### config.mk
export PLATFORM = sky130hd
export DESIGN_NAME = eng_outbuf
export DESIGN_NICKNAME = d
export VERILOG_FILES = /design/src/rtl/eng_outbuf.sv
export SDC_FILE = /design/constraint.sdc
export NUM_CORES = 2
export LEC_CHECK = 0
export ABC_AREA = 1
export ABC_CLOCK_PERIOD_IN_PS = 41500
export CELL_PAD_IN_SITES_DETAIL_PLACEMENT = 0
export CELL_PAD_IN_SITES_GLOBAL_PLACEMENT = 2
export CORE_MARGIN = 1.5
export CORE_UTILIZATION = 39
export DETAILED_ROUTE_END_ITERATION = 16
export DONT_BUFFER_PORTS = 1
export PLACE_DENSITY = 0.73
export SYNTH_ARGS = -nofsm -noshare
export SYNTH_HDL_FRONTEND = slang
export SYNTH_SLANG_ARGS = --single-unit
### constraint.sdc
create_clock -name clk -period 41.5 [get_ports clk]
set_input_delay 10.375 -clock clk [delete_from_list [all_inputs] [get_ports clk]]
set_output_delay 10.375 -clock clk [all_outputs]
set_load 0.02 [all_outputs]
### src/rtl/eng_outbuf.sv
// Output buffer behind the engine: stores whole parity words in a small FIFO
// and streams the first m_cfg units of each word, one unit per cycle, over valid/ready.
module eng_outbuf #(
    parameter int W                      = 4,
    parameter int PACKET_LENGTH          = 2,
    parameter int PCK_TREE_XOR_UNITS_NUM = 128,
    parameter int DEPTH                  = 4,
    parameter int UNIT_IDX_W             = $clog2(PCK_TREE_XOR_UNITS_NUM)
) (
    input  logic                     clk,
    input  logic                     rstn,
    input  logic                     outbuf_clr,
    input  logic                     m_cfg_wr,
    input  logic [UNIT_IDX_W:0]      m_cfg_din,
    input  logic [PACKET_LENGTH-1:0] eng_outbuf_dout_reg [0:PCK_TREE_XOR_UNITS_NUM-1][0:W-1],
    input  logic                     eng_outbuf_wr_req,
    output logic                     outbuf_eng_wr_ack,
    output logic                     outbuf_eng_full,
    output logic                     outbuf_empty,
    output logic [PACKET_LENGTH-1:0] outbuf_dout [0:W-1],
    output logic [UNIT_IDX_W-1:0]    outbuf_dout_idx,
    output logic                     outbuf_dout_last,
    output logic                     outbuf_dout_val,
    input  logic                     user_outbuf_rdy
);

    localparam int PTR_W = $clog2(DEPTH);
    localparam int CNT_W = PTR_W + 1;
    localparam int CFG_W = UNIT_IDX_W + 1;
    localparam logic [CFG_W-1:0] CFG_MAX = CFG_W'(PCK_TREE_XOR_UNITS_NUM);

    typedef enum logic {IDLE, SEND} state_t;

    logic [PACKET_LENGTH-1:0] mem [0:DEPTH-1][0:PCK_TREE_XOR_UNITS_NUM-1][0:W-1];
    logic [PTR_W-1:0]         wr_ptr;
    logic [PTR_W-1:0]         rd_ptr;
    logic [CNT_W-1:0]         count;
    logic [CNT_W-1:0]         count_next;
    logic [UNIT_IDX_W-1:0]    unit_idx;
    logic [CFG_W-1:0]         m_cfg;
    logic [CFG_W-1:0]         m_cfg_sat;
    logic [CFG_W-1:0]         m_cfg_eff;
    logic                     push;
    logic                     pop;
    state_t                   state;

    assign push            = eng_outbuf_wr_req & ~outbuf_eng_full & ~outbuf_clr;
    assign pop             = outbuf_dout_val & user_outbuf_rdy & outbuf_dout_last;
    assign outbuf_eng_full = (count == CNT_W'(DEPTH));
    assign outbuf_empty    = (count == '0);
    assign outbuf_dout_idx = unit_idx;

    // A config write landing with the first push of an empty buffer already governs that word.
    assign m_cfg_sat = ((m_cfg_din == '0) || (m_cfg_din > CFG_MAX)) ? CFG_MAX : m_cfg_din;
    assign m_cfg_eff = (m_cfg_wr && outbuf_empty) ? m_cfg_sat : m_cfg;

    always_comb begin
        count_next = count;
        case ({push, pop})
            2'b10:   count_next = count + CNT_W'(1);
            2'b01:   count_next = count - CNT_W'(1);
            default: count_next = count;
        endcase
    end

    always_comb begin
        for (int w = 0; w < W; w++) begin
            outbuf_dout[w] = mem[rd_ptr][unit_idx][w];
        end
    end

    // Storage is deliberately left out of reset; only pointers define validity.
    always_ff @(posedge clk) begin
        if (push) begin
            for (int u = 0; u < PCK_TREE_XOR_UNITS_NUM; u++) begin
                for (int w = 0; w < W; w++) begin
                    mem[wr_ptr][u][w] <= eng_outbuf_dout_reg[u][w];
                end
            end
        end
    end

    always_ff @(posedge clk or negedge rstn) begin
        if (!rstn) begin
            wr_ptr            <= '0;
            rd_ptr            <= '0;
            count             <= '0;
            unit_idx          <= '0;
            m_cfg             <= CFG_MAX;
            state             <= IDLE;
            outbuf_eng_wr_ack <= 1'b0;
            outbuf_dout_val   <= 1'b0;
            outbuf_dout_last  <= 1'b0;
        end else if (outbuf_clr) begin
            wr_ptr            <= '0;
            rd_ptr            <= '0;
            count             <= '0;
            unit_idx          <= '0;
            state             <= IDLE;
            outbuf_eng_wr_ack <= 1'b0;
            outbuf_dout_val   <= 1'b0;
            outbuf_dout_last  <= 1'b0;
        end else begin
            outbuf_eng_wr_ack <= push;
            count             <= count_next;
            m_cfg             <= m_cfg_eff;
            if (push) begin
                wr_ptr <= wr_ptr + PTR_W'(1);
            end
            // Using count_next lets a push into an empty buffer show up on the very next cycle.
            case (state)
                IDLE: begin
                    if (count_next != '0) begin
                        state            <= SEND;
                        outbuf_dout_val  <= 1'b1;
                        unit_idx         <= '0;
                        outbuf_dout_last <= (m_cfg_eff == CFG_W'(1));
                    end
                end
                SEND: begin
                    if (user_outbuf_rdy) begin
                        if (outbuf_dout_last) begin
                            rd_ptr   <= rd_ptr + PTR_W'(1);
                            unit_idx <= '0;
                            if (count_next != '0) begin
                                outbuf_dout_last <= (m_cfg_eff == CFG_W'(1));
                            end else begin
                                state            <= IDLE;
                                outbuf_dout_val  <= 1'b0;
                                outbuf_dout_last <= 1'b0;
                            end
                        end else begin
                            unit_idx         <= unit_idx + UNIT_IDX_W'(1);
                            outbuf_dout_last <= (({1'b0, unit_idx} + CFG_W'(2)) == m_cfg_eff);
                        end
                    end
                end
                default: state <= IDLE;
            endcase
        end
    end

endmodule

==> impl_metrics.ini <==
[run_status]
status = completed

[min_path]
min_to = m_cfg[0]$_DFFE_PN0N_
hold_path.class = flip-flop to flip-flop
hold_depth = 2
hp-start = m_cfg[0]$_DFFE_PN0N_

[final_layout]
drive_gt1_frac = 0.05602
post-route-cell-area_um2 = 187500
syn_to_final_growth_pct = 11.88
num-nets-final = 15310

[global_routing]
grt_pass1_wl_um = 778800
grt_pass1_vias = 99740
antenna_found_initial = 98
grt_use_total = 0.2515
gr-total-overflow = 0
grt_max_degree = 181

[timing]
rsz0062_at_grt = false
tightest_slew_ns = 1.318
slew_violations = 0
setup_viol = 0
slew_headroom = 0.1181
finalWorstSetupSlack_ns = 23.26
skew_ns = 0.05722
fin_crit_ns = 18.24
hold_viol = 0
max_freq_ghz = 0.05483
fin_crit_sh = 0.4395
setup-tns-final_ns = 0

[clocking]
clkTransAtPathRegs_ns = 0.06
cts_setup_buffers = 0
cts_buffers = 448
root_buffer = clkbuf_16
htree_levels = 5
ctsHoldBuffers = 0
ctsResizeCount = 0
cts_sinks = 4122
clock_latency_ns = 1.04
cts_tree = built
cts_buffer_depth = 4

[setup_path]
worstRegToRegCells = 11
crit_fanout = 155
worstSetupPathType = flip-flop to output pin
r2r_setup_slack_ns = 35.74
crit_arrival_ns = 7.86
rr_endpoint = mem[0][250]$_DFFE_PP_
timing.rr.start = count[0]$_DFF_PN0_
required_ns = 31.12
startpoint_type = flip-flop
endpoint_kind = output pin

[synth]
synth_adder_area_share = 0.0006422
synth_cell_types = 31
synth_compound_area_frac = 0.01752
synth.area.top_cells = edfxtp_1, nand2_1, nand3_1
synth_nets = 15560
synth_mux_area_frac = 0
ys_seq_area_frac = 0.7380
netlist_area_um2 = 167600
synth_top_family_by_area = simple AND/OR/NAND/NOR gates
syn_area_per_cell_um2 = 11.55
synth_top_area_frac = 0.7341
synth-simple-area-share = 0.2096
synthCells = 14510
synth-xor-area-share = 0.0003136
ys_ff_latch = 4122
synth_area_leader_cell = edfxtp_1
synth_warnings = 0

[route]
post_drt_wl_per_cell_um = 27.30
viasPerCell = 5.184
wl_um = 559700
drt-initial-drc-count = 8553
drc = 0
first_pass_iters = 8
vias = 106300
ant_nets = 0

[placement]
dp_hpwl_um = 349900
io_buffer_count = 0
gp_congestion = 0.7978
placed_area_um2 = 172900
preCtsSetupSlack_ns = 24.16

[die]
start_util = 0.3918
dieArea_um2 = 433600
pin_count = 1058
die_y_um = 658.5
coreArea_um2 = 427600
rows = 240
die_w_um = 658.5

[power_and_ir_drop]
p_leak_nw = 67.29
power_density_nw_per_um2 = 63.23
vdd_drop_max_v = 0.00004562

[run]
cap_violations = 0
through the flow:
stage                     power [mW]  hold slack, ns  std cells  utilization
after floorplan                7.093          0.4447      14510            -
after global placement         8.161          0.4559      19500       0.4044
final                          11.85          0.4764      20510       0.4384
after detailed placement       8.155          0.4634      19500       0.4044
after CTS                      11.99          0.4776      20320       0.4373
after global routing           12.43          0.5082      20480       0.4382
placed cells by master, fill, tap and decap left out, types with 52 or more instances in the layout:
| cell type | netlist | routed |
|---|---|---|
| o211ai_1 | 52 | 52 |
| clkbuf_16 | 0 | 450 |
| nand2_1 | 4533 | 4533 |
| clkinv_1 | 19 | 132 |
| buf_4 | 2 | 174 |
| nor2_1 | 1020 | 1014 |
| inv_1 | 494 | 493 |
| o21ai_0 | 450 | 450 |
| clkbuf_1 | 442 | 112 |
| clkinv_2 | 0 | 78 |
| diode_2 | 0 | 181 |
| edfxtp_1 | 4096 | 4096 |
| nand3_1 | 2834 | 2834 |
worst max-delay path: stages (launching register included):
cell and delay, ns:
dfrtp_4 0.93, buf_12 0.58, buf_4 0.62, buf_4 0.57, buf_4 0.61, buf_4 0.71, nand2_1 0.10, nand3_1 0.12
nand3_1 0.11, nand3_1 0.12, nand3_1 0.17, nand2_1 0.42, nand2_1 0.09, nand2_1 0.08, nand2_1 0.04, nand3_1 0.33
nor2_1 0.13, nor2_1 0.86
routing by layer:
| layer | share of wire | GRT usage |
|---|---|---|
| met5 | 0.00016 | 0 |
| met4 | 0.032 | 0.08748 |
| met3 | 0.085 | 0.07741 |
| met2 | 0.49 | 0.4165 |
| met1 | 0.40 | 0.3121 |
power by group:
part	switching [mW]	internal (mW)
combinational	2.46	0.785
sequential	0.0539	4.72
clock	1.66	2.17
flip-flops by register name, summed over array words and instances (netlist names):
name               flops
outbuf_dout_val        1
wr_ptr                 2
outbuf_dout_idx        7
mem                 4096
outbuf_eng_wr_ack      1
rd_ptr                 2
count                  3
m_cfg                  8
outbuf_dout_last       1
state                  1
synth_stat cells:
cell type	instances
nand2_1	4533
o211ai_1	52
o21ai_1	18
nand4_1	2
buf_2	296
fa_1	1
xor2_1	6
o21ai_0	450
clkinv_1	19
a21boi_0	1
a21oi_1	31
buf_6	1
buf_4	2
nand3b_1	2
dfrtp_1	25
nand3_1	2834
edfxtp_1	4096
nor3_1	2
buf_1	156
inv_2	4
clkbuf_1	442
nor2_1	1020
a31oi_1	3
ha_1	7
or2_2	1
o22ai_1	1
o31ai_1	1
o21a_1	1
and3_1	7
dfstp_2	1
inv_1	494
cell families after synthesis:
kind of cell	Yosys count
AND/OR/NAND/NOR	8401
flip-flops	4122
buffers and inverters	1414
AO/OA/AOI/OAI	558
adder cells (fa/ha/maj)	8
XOR/XNOR	6
cell type report:
cell class	count	area [um^2]
diodes	181	452.9
clock buffers	562	11680
clock inverters	258	2381
fillers	39660	240200
inverters	517	1976
multi-input cells	8973	38260
flip-flops and latches	4122	123700
well taps	5687	7116
repair buffers	205	1927
worst max-delay path by stage:
| stage | from | to | cells past startpoint |
|---|---|---|---|
| finish | rd_ptr[0]$_DFFE_PN0P_ | outbuf_dout[7] | 17 |
| global route | rd_ptr[0]$_DFFE_PN0P_ | outbuf_dout[2] | 17 |
| floorplan | outbuf_clr | mem[0][0]$_DFFE_PP_ | 4 |
| global placement | rd_ptr[0]$_DFFE_PN0P_ | outbuf_dout[2] | 17 |
| CTS | rd_ptr[0]$_DFFE_PN0P_ | outbuf_dout[2] | 17 |
| detailed placement | rd_ptr[0]$_DFFE_PN0P_ | outbuf_dout[2] | 17 |
(Power assumes the default switching activity.)
